**config.mk**
```make
export PLATFORM = sky130hd
export DESIGN_NAME = seg7_capture_flat
export DESIGN_NICKNAME = d
export VERILOG_FILES = /design/src/rtl/seg7_capture_if.sv /design/src/rtl/seg7_capture.sv /design/src/flat_wrapper.sv
export SDC_FILE = /design/constraint.sdc
export NUM_CORES = 1
export LEC_CHECK = 0
export ABC_CLOCK_PERIOD_IN_PS = 2900
export CAP_MARGIN = 5
export CORE_UTILIZATION = 49
export CTS_CLUSTER_DIAMETER = 40
export DETAILED_ROUTE_END_ITERATION = 8
export GPL_ROUTABILITY_DRIVEN = 0
export HOLD_SLACK_MARGIN = 0.1
export PLACE_DENSITY = 0.77
export REMOVE_ABC_BUFFERS = 1
export SLEW_MARGIN = 5
export SYNTH_ARGS = -nofsm -noshare
export SYNTH_HDL_FRONTEND = slang
export SYNTH_SLANG_ARGS = --single-unit
export TNS_END_PERCENT = 100
```
**constraint.sdc**
```tcl
create_clock -name clk -period 2.9 [get_ports clk]
set_clock_uncertainty 0.1 [all_clocks]
set_input_delay 0.58 -clock clk [delete_from_list [all_inputs] [get_ports clk]]
set_output_delay 0.58 -clock clk [all_outputs]
set_load 0.05 [all_outputs]
```
**src/rtl/seg7_capture_if.sv**
```systemverilog
// rtl/seg7_capture_if.sv - seven-segment bus pins and captured-digit outputs
interface seg7_capture_if;
  logic        ca, cb, cc, cd, ce, cf, cg;
  logic        an0, an1, an2, an3, an4, an5, an6, an7;
  logic [31:0] digits;
  logic [7:0]  valid;
  logic [7:0]  err;
  logic        frame_done;
  logic        bad_an;

  modport master (
    output ca, cb, cc, cd, ce, cf, cg,
    output an0, an1, an2, an3, an4, an5, an6, an7,
    input  digits, valid, err, frame_done, bad_an
  );

  modport slave (
    input  ca, cb, cc, cd, ce, cf, cg,
    input  an0, an1, an2, an3, an4, an5, an6, an7,
    output digits, valid, err, frame_done, bad_an
  );
endinterface

```
**src/rtl/seg7_capture.sv**
```systemverilog
// rtl/seg7_capture.sv - passive decoder of a multiplexed active-low 8-digit seven-segment bus
module seg7_capture #(
  parameter int STABLE_CYCLES = 16
) (
  input  logic          clk,
  input  logic          rst,
  seg7_capture_if.slave bus
);

  localparam logic [9:0] STABLE    = 10'(STABLE_CYCLES);
  localparam logic [9:0] STABLE_M1 = 10'(STABLE_CYCLES - 1);

  typedef enum logic [1:0] {SETTLE, CAPTURE, HOLD} state_t;

  state_t      state_q, state_d;
  logic [7:0]  an_q, an_d;
  logic [6:0]  seg_q, seg_d;
  logic [9:0]  cnt_q, cnt_d;
  logic [31:0] digits_q, digits_d;
  logic [7:0]  valid_q, valid_d;
  logic [7:0]  err_q, err_d;
  logic [7:0]  seen_q, seen_d;
  logic        frame_done_q, frame_done_d;
  logic        bad_an_q, bad_an_d;

  logic        changed;
  logic        capture;
  logic        multi;
  logic [7:0]  low;
  logic [7:0]  seen_set;
  logic [2:0]  idx;
  logic [4:0]  dec;

  // Returns {legal, value}; legal=0 for anything outside the hex glyph set.
  function automatic logic [4:0] decode(input logic [6:0] seg);
    case (seg)
      7'b1000000: decode = {1'b1, 4'h0};
      7'b1111001: decode = {1'b1, 4'h1};
      7'b0100100: decode = {1'b1, 4'h2};
      7'b0110000: decode = {1'b1, 4'h3};
      7'b0011001: decode = {1'b1, 4'h4};
      7'b0010010: decode = {1'b1, 4'h5};
      7'b0000010: decode = {1'b1, 4'h6};
      7'b1111000: decode = {1'b1, 4'h7};
      7'b0000000: decode = {1'b1, 4'h8};
      7'b0010000: decode = {1'b1, 4'h9};
      7'b0001000: decode = {1'b1, 4'hA};
      7'b0000011: decode = {1'b1, 4'hB};
      7'b1000110: decode = {1'b1, 4'hC};
      7'b0100001: decode = {1'b1, 4'hD};
      7'b0000110: decode = {1'b1, 4'hE};
      7'b0001110: decode = {1'b1, 4'hF};
      default:    decode = 5'b0_0000;
    endcase
  endfunction

  always_comb begin
    an_d  = {bus.an7, bus.an6, bus.an5, bus.an4, bus.an3, bus.an2, bus.an1, bus.an0};
    seg_d = {bus.cg, bus.cf, bus.ce, bus.cd, bus.cc, bus.cb, bus.ca};

    changed = (an_d != an_q) || (seg_d != seg_q);
    low     = ~an_q;
    multi   = (low & (low - 8'd1)) != 8'd0;
    idx     = 3'd0;
    for (int i = 0; i < 8; i++) begin
      if (low[i]) idx = 3'(i);
    end
    dec      = decode(seg_q);
    seen_set = seen_q | (8'd1 << idx);

    // The held sample S is what gets decoded, so the capture edge uses the settled value.
    capture = !changed && (state_q == SETTLE) && (cnt_q == STABLE_M1);

    cnt_d = cnt_q;
    if (changed)              cnt_d = 10'd0;
    else if (cnt_q != STABLE) cnt_d = cnt_q + 10'd1;

    if (changed)                                      state_d = SETTLE;
    else if (capture)                                 state_d = CAPTURE;
    else if (state_q == CAPTURE || state_q == HOLD)   state_d = HOLD;
    else                                              state_d = SETTLE;

    digits_d     = digits_q;
    valid_d      = valid_q;
    err_d        = err_q;
    seen_d       = seen_q;
    frame_done_d = 1'b0;
    bad_an_d     = 1'b0;

    if (capture) begin
      if (multi) begin
        bad_an_d = 1'b1;
      end else if (low != 8'd0) begin
        digits_d[{idx, 2'b00} +: 4] = dec[4] ? dec[3:0] : 4'h0;
        valid_d[idx]                = dec[4];
        err_d[idx]                  = !dec[4] && (seg_q != 7'h7F);
        // Completing the set pulses frame_done and starts the next frame empty.
        if (&seen_set) begin
          frame_done_d = 1'b1;
          seen_d       = 8'd0;
        end else begin
          seen_d = seen_set;
        end
      end
    end
  end

  always_ff @(posedge clk) begin
    if (rst) begin
      state_q      <= SETTLE;
      an_q         <= 8'hFF;
      seg_q        <= 7'h7F;
      cnt_q        <= 10'd0;
      digits_q     <= 32'd0;
      valid_q      <= 8'd0;
      err_q        <= 8'd0;
      seen_q       <= 8'd0;
      frame_done_q <= 1'b0;
      bad_an_q     <= 1'b0;
    end else begin
      state_q      <= state_d;
      an_q         <= an_d;
      seg_q        <= seg_d;
      cnt_q        <= cnt_d;
      digits_q     <= digits_d;
      valid_q      <= valid_d;
      err_q        <= err_d;
      seen_q       <= seen_d;
      frame_done_q <= frame_done_d;
      bad_an_q     <= bad_an_d;
    end
  end

  assign bus.digits     = digits_q;
  assign bus.valid      = valid_q;
  assign bus.err        = err_q;
  assign bus.frame_done = frame_done_q;
  assign bus.bad_an     = bad_an_q;

endmodule

```
**src/flat_wrapper.sv**
```systemverilog
// flat-port wrapper written by rule: the top's interface ports become plain ports
module seg7_capture_flat 
#(
  parameter int STABLE_CYCLES = 16
)
  (clk, rst, bus_ca, bus_cb, bus_cc, bus_cd, bus_ce, bus_cf, bus_cg, bus_an0, bus_an1, bus_an2, bus_an3, bus_an4, bus_an5, bus_an6, bus_an7, bus_digits, bus_valid, bus_err, bus_frame_done, bus_bad_an);
  seg7_capture_if bus_i ();
  input  logic clk;
  input  logic rst;
  input wire logic [$bits(bus_i.ca)-1:0] bus_ca;
  input wire logic [$bits(bus_i.cb)-1:0] bus_cb;
  input wire logic [$bits(bus_i.cc)-1:0] bus_cc;
  input wire logic [$bits(bus_i.cd)-1:0] bus_cd;
  input wire logic [$bits(bus_i.ce)-1:0] bus_ce;
  input wire logic [$bits(bus_i.cf)-1:0] bus_cf;
  input wire logic [$bits(bus_i.cg)-1:0] bus_cg;
  input wire logic [$bits(bus_i.an0)-1:0] bus_an0;
  input wire logic [$bits(bus_i.an1)-1:0] bus_an1;
  input wire logic [$bits(bus_i.an2)-1:0] bus_an2;
  input wire logic [$bits(bus_i.an3)-1:0] bus_an3;
  input wire logic [$bits(bus_i.an4)-1:0] bus_an4;
  input wire logic [$bits(bus_i.an5)-1:0] bus_an5;
  input wire logic [$bits(bus_i.an6)-1:0] bus_an6;
  input wire logic [$bits(bus_i.an7)-1:0] bus_an7;
  output wire logic [$bits(bus_i.digits)-1:0] bus_digits;
  output wire logic [$bits(bus_i.valid)-1:0] bus_valid;
  output wire logic [$bits(bus_i.err)-1:0] bus_err;
  output wire logic [$bits(bus_i.frame_done)-1:0] bus_frame_done;
  output wire logic [$bits(bus_i.bad_an)-1:0] bus_bad_an;
  assign bus_i.ca = bus_ca;
  assign bus_i.cb = bus_cb;
  assign bus_i.cc = bus_cc;
  assign bus_i.cd = bus_cd;
  assign bus_i.ce = bus_ce;
  assign bus_i.cf = bus_cf;
  assign bus_i.cg = bus_cg;
  assign bus_i.an0 = bus_an0;
  assign bus_i.an1 = bus_an1;
  assign bus_i.an2 = bus_an2;
  assign bus_i.an3 = bus_an3;
  assign bus_i.an4 = bus_an4;
  assign bus_i.an5 = bus_an5;
  assign bus_i.an6 = bus_an6;
  assign bus_i.an7 = bus_an7;
  assign bus_digits = bus_i.digits;
  assign bus_valid = bus_i.valid;
  assign bus_err = bus_i.err;
  assign bus_frame_done = bus_i.frame_done;
  assign bus_bad_an = bus_i.bad_an;
  seg7_capture #(.STABLE_CYCLES(STABLE_CYCLES)) u_core (.clk(clk), .rst(rst), .bus(bus_i));
endmodule
```
# Yosys cells after proc, flatten, opt, wreduce, memory -nomap -nowiden
# Index checks and enable logic that the tools add are counted.
dict set report totals {
  reg_bits 85
  out_inout_bits 50
  elab_cells 84
}
dict set report op_classes {
  add_sub_neg 3
  n_lt_le_gt_ge 2
  eq_ne 22
  n_shift 3
  mux 19
  n_bitwise 6
  n_reduce_logical 18
}
# cell n
set op_table {}
lappend op_table {{5-bit one-hot mux with 16 select lines} 1}
lappend op_table {{32-bit bitwise mux} 1}
lappend op_table {{4-bit by 7-bit variable shift with 32-bit output, first input constant} 1}
lappend op_table {{4-bit by 7-bit variable part select with 32-bit output} 1}
lappend op_table {{7-bit equality test, second input constant} 4}
lappend op_table {{7-bit by 5-bit equality test with 1-bit output, second input constant} 3}
lappend op_table {{7-bit by 6-bit equality test with 1-bit output, second input constant} 3}
lappend op_table {{8-bit bitwise mux} 2}
lappend op_table {{8-bit nonzero test} 2}
lappend op_table {{7-bit by 2-bit equality test with 1-bit output, second input constant} 2}
lappend op_table {{7-bit by 4-bit equality test with 1-bit output, second input constant} 2}
lappend op_table {{3-bit 2-to-1 mux} 4}
lappend op_table {{10-bit by 1-bit adder with 10-bit output, second input constant} 1}
lappend op_table {{10-bit by 4-bit equality test with 1-bit output, second input constant} 1}
lappend op_table {{10-bit by 5-bit inequality test with 1-bit output, second input constant} 1}
lappend op_table {{8-bit bitwise AND} 1}
lappend op_table {{8-bit 2-to-1 mux} 1}
lappend op_table {{8-bit inequality test} 1}
lappend op_table {{8-bit inverter} 1}
lappend op_table {{8-bit OR} 1}
lappend op_table {{8-bit AND reduction} 1}
lappend op_table {{1-bit by 3-bit << shifter with 8-bit output, first input constant} 1}
lappend op_table {{8-bit by 1-bit subtractor with 8-bit output, second input constant} 1}
lappend op_table {{7-bit by 3-bit equality test with 1-bit output, second input constant} 1}
lappend op_table {{other kinds (21)} 35}

# Longest topological paths before layout
# Gate-level depths: netlist of run 1.
dict set report depth {
  ltp_word 13
  mapped_depth 13
  mapped_depth_nobuf 11
}

# Least setup slack after synthesis of run 1
# OpenSTA, ideal clock, no wires.
dict set report synth_path {
  kind {reg-to-reg}
  startpoint {register u_core.an_q[4]}
  endpoint {register u_core.digits_q[18], in the netlist u_core.bus.digits[18]}
  setup_ns 0.121
  t_arrival_ns 2.556
  t_required_ns 2.679
  path_slack_ns 0.123
  path_stages_with_launch 14
  path_buffers 2
  period_less_slack_ns 2.777
  cell_sequence {dfxtp_1 -> clkbuf_1 -> inv_1 -> a21o_1 -> nand2_1 -> nand2_1 -> ha_1 -> ha_1 -> clkbuf_1 -> inv_1 -> nand2_1 -> nor4_1 -> nand3_1 -> mux2_2}
}
dict set report synth_via {
  elab_chain_len 8
  elab_cells_between_ends 20
  classes_between {2 x add/sub; 1 x eq/ne; 2 x shift; 5 x mux; 3 x bitwise; 7 x reduce/logical}
}
# element line_no
set synth_rtl {}
lappend synth_rtl {{start: declaration} seg7_capture.sv:16} ;# logic [7:0] an_q, an_d;
lappend synth_rtl {{start signal: assignment} seg7_capture.sv:122} ;# an_q <= an_d;
lappend synth_rtl {{8-bit inverter} seg7_capture.sv:62} ;# low = ~an_q;
lappend synth_rtl {{3-bit 2-to-1 mux (4 in series)} seg7_capture.sv:66} ;# if (low[i]) idx = 3'(i);
lappend synth_rtl {{5-bit negator with 7-bit output} seg7_capture.sv:94} ;# digits_d[{idx, 2'b00} +: 4] = dec[4] ? dec[3:0] : 4'h0;
lappend synth_rtl {{4-bit by 7-bit variable part select with 32-bit output or 4-bit by 7-bit variable shift with 32-bit output (tied branches)} seg7_capture.sv:94}
lappend synth_rtl {{32-bit bitwise mux} seg7_capture.sv:94}
lappend synth_rtl {{end signal: assignment} seg7_capture.sv:125} ;# digits_q <= digits_d;
lappend synth_rtl {{end: declaration} seg7_capture.sv:19} ;# logic [31:0] digits_q, digits_d;
# Parallel ways exist; a longest one is shown, timed or not.
# A chain may end at the register's enable or synchronous reset.

# Final worst setup path of run 1
dict set report layout_path {
  startpoint {input port bus_an6}
  endpoint {register u_core.digits_q[24], in the netlist u_core.bus.digits[24]}
}
dict set report layout_via {
  elab_chain_len 6
}
# element line_no
set layout_rtl {}
lappend layout_rtl {{start: declaration} flat_wrapper.sv:23} ;# input wire logic [$bits(bus_i.an6)-1:0] bus_an6;
lappend layout_rtl {{8-bit inequality test} seg7_capture.sv:61} ;# changed = (an_d != an_q) || (seg_d != seg_q);
lappend layout_rtl {{1-bit logical OR} seg7_capture.sv:61}
lappend layout_rtl {{1-bit zero test} seg7_capture.sv:72} ;# capture = !changed && (state_q == SETTLE) && (cnt_q == STABLE_M1);
lappend layout_rtl {{1-bit logical AND (2 in series)} seg7_capture.sv:72}
lappend layout_rtl {{3-bit AND reduction (no source line)} --}
# Every way passes these cells.

==> results.toml, run 1 <==
[yosys]
synth_top_area_cell = "dfxtp_1"
synth.area.top_cells = "dfxtp_1, mux2i_1, nand2b_1, nor2_1, nand3_1"
syn_inst = 472
syn-mean-instance-area_um2 = 9.00
synth_top_cell_area_share_pct = 40.0
synthFlopType = "dfxtp_1"
synthArstFlopShare_pct = 0
synth.distinct_cells = 56
ys_seq_elements = 85
syn_area_um2 = 4250
yosys_warnings = 0
synth_seq_area_share_pct = 40.0
synth-edff-count = 0

[die]
core_area_um2 = 8300
dieArea_um2 = 9050
die_w_um = 95.1
die_y_um = 95.1
ioPinCount = 67
initial_core_util_pct = 51.2
rows = 33

[layout]
seq_area_um2 = 1700
layout.nets = 580
multiInputGateArea_um2 = 2390
drive_above_1_share_pct = 13.1
areaGrowthSynthToFinish_pct = 25.9
diodes = 0
fillers = 682

[cts]
post_cts_buffers = 0
root_buffer = "clkbuf_8"
cts_tree = "done"
ctsHtreeMaxLevel = 3
clkTransAtPathRegs_ns = 0.09
hold_buffers = 0
cts_made_buffers = 9
cts_resized = 0
clk_path_buf_depth = 2
cts.sinks = 85
clk_latency_ns = 0.36

[min_path]
hold_path_class = "register to register"

[routing]
wirelength_mm = 9.91
drt_iter0_drc = 167
routed_via_density = 5.44
wl_per_cell_um = 14.9
drc_errors = 0
dr_total_vias = 3612
ant_nets = 0
dr.pass1.iters = 4

[power_and_ir_drop]
power_frac_comb_pct = 11.1
ir_drop_v = 0.000311
power_mw = 2.22
power.switching_mw = 0.612
p_int_mw = 1.61
p_leak_nw = 2.12
pwr_density_cell_nw_per_um2 = 415
clkPwrFrac_pct = 34.6
seq_power_share_pct = 54.3
swShare_pct = 27.6

[timing]
setup_violations = 0
period_needed_ns = 2.73
fmax_mhz = 367
maxSlewHeadroom_pct = 48.5
fin_ws_ns = 0.174
tightestPinTransition_ns = 0.763
fin_hold_ws_ns = 0.347
rsz0062_at_grt = "no"
period_share_pct = 94.0
slew_viol_final = 0
hold_viol_final = 0

[setup_path]
path_buf_inv = 4
slowest_delay_ns = 0.43
crit_path_start_kind = "input port"
path_max_fanout = 7
cpMostUsedCell = "buf_4"
path_delay_family = "simple AND/OR/NAND/NOR gates"
cp_cell_sequence = "clkdlybuf4s50_1, xor2_1, nor4_2, nand4_2, buf_4, nor4b_4, buf_4, buf_4, nand3_1, mux2i_1"
arrival_ns = 2.84
required_ns = 3.02
crit_type = "input port to register"
slowest_stage = "clkdlybuf4s50_1"
endpoint_kind = "register"

[global_routing]
grt_overflow = 0
grt_pass1_wl_mm = 16.3
antenna_found_initial = 0
grt_max_degree = 24
grt_use_total_pct = 23.1
grt_pass1_vias = 3456

[place]
portBuffers = 66
dp_hpwl_mm = 7.42
dp_slack_ns = -0.197

[status]
status = "completed"

[job]
cap_violations = 0
[metal layers]
| metal | wire [µm] | GRT usage [%] | part of all wire [%] |
|---|---|---|---|
| met3 | 431 | 4.94 | 4.3 |
| met4 | 163 | 8.71 | 1.6 |
| met1 | 4520 | 29.2 | 46 |
| met2 | 4800 | 38.5 | 48 |
| met5 | 0 | 0 | 0 |
[area by class of cell]
| class | count | area share, % |
|---|---|---|
| well taps | 105 | 2.46 |
| multi-input cells | 346 | 44.7 |
| flip-flops and latches | 85 | 31.8 |
| inverters | 15 | 1.05 |
| clock buffers | 10 | 2.39 |
| clock inverters | 6 | 0.889 |
| repair buffers | 97 | 16.7 |
[synthesized netlist by cell type, types with 3 or more instances]
master and instances:
dfxtp_1 85, nand2b_1 49, mux2i_1 42, nor2_1 41, nand3_1 25, nand2_1 21
a21oi_1 18, clkbuf_1 18, or2_2 16, xnor2_1 14, inv_1 13, xor2_1 13
ha_1 9, buf_2 8, nand4_1 8, nor3_1 6, o21ai_0 6, a31oi_1 5
and3_1 5, nor4_1 5, nor2b_1 4, o22ai_1 4, or3_1 4, nand4b_1 3
nor3b_1 3, nor4b_1 3
[power by group through the flow]
stage               logic [mW]  clock network (mW)  registers (mW)
floorplan                0.147                   0            1.23
finish                   0.247               0.768            1.20
CTS                      0.245               0.788            1.20
global placement         0.237                   0            1.23
global route             0.272               0.831            1.21
detailed placement       0.244                   0            1.23
[cells by family (layout without fill, tap and decap cells)]
group / after synthesis / in the layout / synth area share [%]
AND/OR/NAND/NOR: 209 / 209 / 28.4
flip-flops: 85 / 85 / 40.0
AO/OA/AOI/OAI: 56 / 56 / 8.86
multiplexers: 44 / 44 / 10.4
buffers and inverters: 41 / 128 / 3.86
XOR/XNOR: 27 / 27 / 5.57
adder cells (fa/ha/maj): 10 / 10 / 2.89
[path summary, 6_finish.rpt]
check,from,depth (start not counted),slack [ns],to
setup reg to reg,u_core.an_q[1]$_SDFF_PP1_,10,0.18,u_core.bus.digits[24]$_SDFFE_PP0P_
hold / removal,u_core.bus.digits[26]$_SDFFE_PP0P_,2,0.35,u_core.bus.digits[26]$_SDFFE_PP0P_
setup / recovery,bus_an6,10,0.17,u_core.bus.digits[24]$_SDFFE_PP0P_
hold reg to reg,u_core.bus.digits[26]$_SDFFE_PP0P_,2,0.35,u_core.bus.digits[26]$_SDFFE_PP0P_
[layout by cell type (no fill, tap or decap), types with 8 or more instances in the layout]
cell type,instances
dfxtp_1,84
clkdlybuf4s50_1,66
nand2b_1,49
mux2i_1,42
nor2_1,41
buf_4,31
nand3_1,25
nand2_1,21
a21oi_1,18
or2_2,16
xnor2_1,14
inv_1,13
xor2_1,13
ha_1,9
clkbuf_8,9
nand4_1,8
[per-stage QoR]
step	area, µm²	cells	setup TNS, ns	utilization, %
floorplan	4140	446	0	-
global placement	5170	648	-2.66	62.2
detailed placement	5170	648	-5.21	62.2
CTS	5340	664	0	64.4
global route	5350	664	0	64.5
finish	5350	664	0	64.5
[registers in the layout, summed over array words and instances (netlist names)]
register               flops
u_core.state_q             2
u_core.bus.valid           8
u_core.bus.bad_an          1
u_core.cnt_q              10
u_core.bus.digits         32
u_core.seg_q               7
u_core.bus.err             8
u_core.seen_q              8
u_core.an_q                8
u_core.bus.frame_done      1
[worst reg2reg max path, cell delays in order (launching register included)]
cell and delay, ns:
dfxtp_1 0.32, nand2b_1 0.13, a21o_1 0.21, nand2_1 0.15, nand2_1 0.19, ha_1 0.27, ha_1 0.29, nor4_1 0.35
buf_4 0.19, nand3_1 0.19, mux2i_1 0.18
Note: power is estimated with default switching activity, not from simulation.
==> inputs of run 2 (changes only) <==
--- a/config.mk
+++ b/config.mk
@@ -5,14 +5,14 @@
 export SDC_FILE = /design/constraint.sdc
 export NUM_CORES = 1
 export LEC_CHECK = 0
-export ABC_CLOCK_PERIOD_IN_PS = 2900
+export ABC_CLOCK_PERIOD_IN_PS = 3400
 export CAP_MARGIN = 5
-export CORE_UTILIZATION = 49
+export CORE_UTILIZATION = 58
 export CTS_CLUSTER_DIAMETER = 40
 export DETAILED_ROUTE_END_ITERATION = 8
 export GPL_ROUTABILITY_DRIVEN = 0
 export HOLD_SLACK_MARGIN = 0.1
-export PLACE_DENSITY = 0.77
+export PLACE_DENSITY = 0.85
 export REMOVE_ABC_BUFFERS = 1
 export SLEW_MARGIN = 5
 export SYNTH_ARGS = -nofsm -noshare
==> constraint.sdc (replaced) <==
create_clock -name clk -period 3.4 [get_ports clk]
set_clock_uncertainty 0.1 [all_clocks]
set_input_delay 0.68 -clock clk [delete_from_list [all_inputs] [get_ports clk]]
set_output_delay 0.68 -clock clk [all_outputs]
set_load 0.05 [all_outputs]
==> results.toml, run 2 (synthesis results as in run 1) <==
[die]
core_area_um2 = 6940
die_y_um = 87.6
ioPinCount = 67
initial_core_util_pct = 61.2
dieArea_um2 = 7670
rows = 30
die_w_um = 87.6

[min_path]
whs_path_depth = 2
min-delay-start = "u_core.bus.digits[26]$_SDFFE_PP0P_"
min_to = "u_core.bus.digits[26]$_SDFFE_PP0P_"
hold_path_class = "register to register"

[power_and_ir_drop]
pwr_density_cell_nw_per_um2 = 384
p_leak_nw = 2.07
ir_drop_v = 0.000272

[cts]
hold_buffers = 0
clkTransAtPathRegs_ns = 0.09
clk_path_buf_depth = 2
ctsHtreeMaxLevel = 3
root_buffer = "clkbuf_8"
cts_resized = 0
post_cts_buffers = 0
clk_latency_ns = 0.35
cts_made_buffers = 9
cts.sinks = 85
cts_tree = "done"

[routing]
ant_nets = 0
drt_iter0_drc = 293
wl_per_cell_um = 15.7
drc_errors = 0
routed_via_density = 5.66
wirelength_mm = 9.99
dr_total_vias = 3597
dr.pass1.iters = 4

[timing]
tightestPinTransition_ns = 0.744
period_needed_ns = 3.07
setup_violations = 0
fmax_mhz = 326
fin_setup_tns_ns = 0
hold_viol_final = 0
rsz0062_at_grt = "no"
maxSlewHeadroom_pct = 49.7
fin_ws_ns = 0.329
slew_viol_final = 0
period_share_pct = 90.3

[layout]
diodes = 0
final_common_cell = "dfxtp_1"
drive_above_1_share_pct = 9.83
areaGrowthSynthToFinish_pct = 23.1
layout_common_cells = "dfxtp_1, clkdlybuf4s50_1, nand2b_1, mux2i_1, nor2_1"
layout.nets = 560
largest_reg_flops = 32

[setup_path]
reg2reg_slack_ns = 0.33
path_max_fanout = 8
crit_type = "register to register"
crit_path_start_kind = "register"
required_ns = 3.52
r2r_end = "u_core.bus.digits[24]$_SDFFE_PP0P_"
reg2reg_depth = 9
arrival_ns = 3.19
endpoint_kind = "register"
reg2reg_from = "u_core.an_q[1]$_SDFF_PP1_"

[global_routing]
grt_use_total_pct = 28.0
grt_max_degree = 30
grt_pass1_wl_mm = 16.5
grt_overflow = 0
grt_pass1_vias = 3497
antenna_found_initial = 0

[place]
dp_slack_ns = 0.130
portBuffers = 66
dp_hpwl_mm = 7.29

[job]
cap_violations = 0

[status]
status = "completed"
[run 2: area by class of cell]
cell class,count,area [µm²]
multi-input cells,346,2380
fillers,494,1720
flip-flops and latches,85,1700
repair buffers,77,743
clock buffers,10,138
well taps,96,120
clock inverters,6,86.3
inverters,15,56.3
[run 2: stage by stage]
step / hold WS (ns) / total power, mW / std cells / util, % / area, µm²
6_report: 0.370 / 2.01 / 635 / 75.3 / 5230
5_1_grt: 0.392 / 2.08 / 635 / 75.3 / 5230
4_1_cts: 0.366 / 2.02 / 635 / 75.3 / 5230
3_5_place_dp: 0.355 / 1.24 / 619 / 72.1 / 5000
3_3_place_gp: 0.345 / 1.23 / 619 / 72.1 / 5000
2_1_floorplan: 0.326 / 1.17 / 446 / - / 4140
[run 2: worst max path at each step]
stage,cells after the start,slack [ns],to,from
detailed placement,7,0.13,u_core.seen_q[1]$_SDFFE_PP0P_,bus_ca
global placement,7,0.21,u_core.seen_q[1]$_SDFFE_PP0P_,bus_an4
floorplan,6,0.44,u_core.bus.digits[10]$_SDFFE_PP0P_,bus_an6
CTS,9,0.40,u_core.bus.digits[24]$_SDFFE_PP0P_,u_core.an_q[1]$_SDFF_PP1_
global route,9,0.13,u_core.bus.digits[24]$_SDFFE_PP0P_,u_core.an_q[1]$_SDFF_PP1_
finish,9,0.33,u_core.bus.digits[24]$_SDFFE_PP0P_,u_core.an_q[1]$_SDFF_PP1_
[run 2: critical path: stages (launching register included)]
cell	delay, ns
dfxtp_1	0.39
nand2b_1	0.17
a21o_1	0.21
nand2_1	0.13
nand2_1	0.16
ha_1	0.27
ha_1	0.30
nor4_1	0.64
nand3_1	0.36
mux2i_1	0.19
[run 2: routing by layer]
layer  track usage, %  wire [µm]  up-vias
li1                 -          -     1760
met1             33.8       4360     1691
met2             47.7       4880      129
met3             8.01        563       17
met4             10.1        179        0
met5                0          0        -
[run 2: report_power, final]
part	internal, mW	switching [mW]	total (mW)
Combinational	0.0838	0.106	0.190
Sequential	1.00	0.0276	1.03
Clock	0.432	0.354	0.786
Total	1.52	0.487	2.01
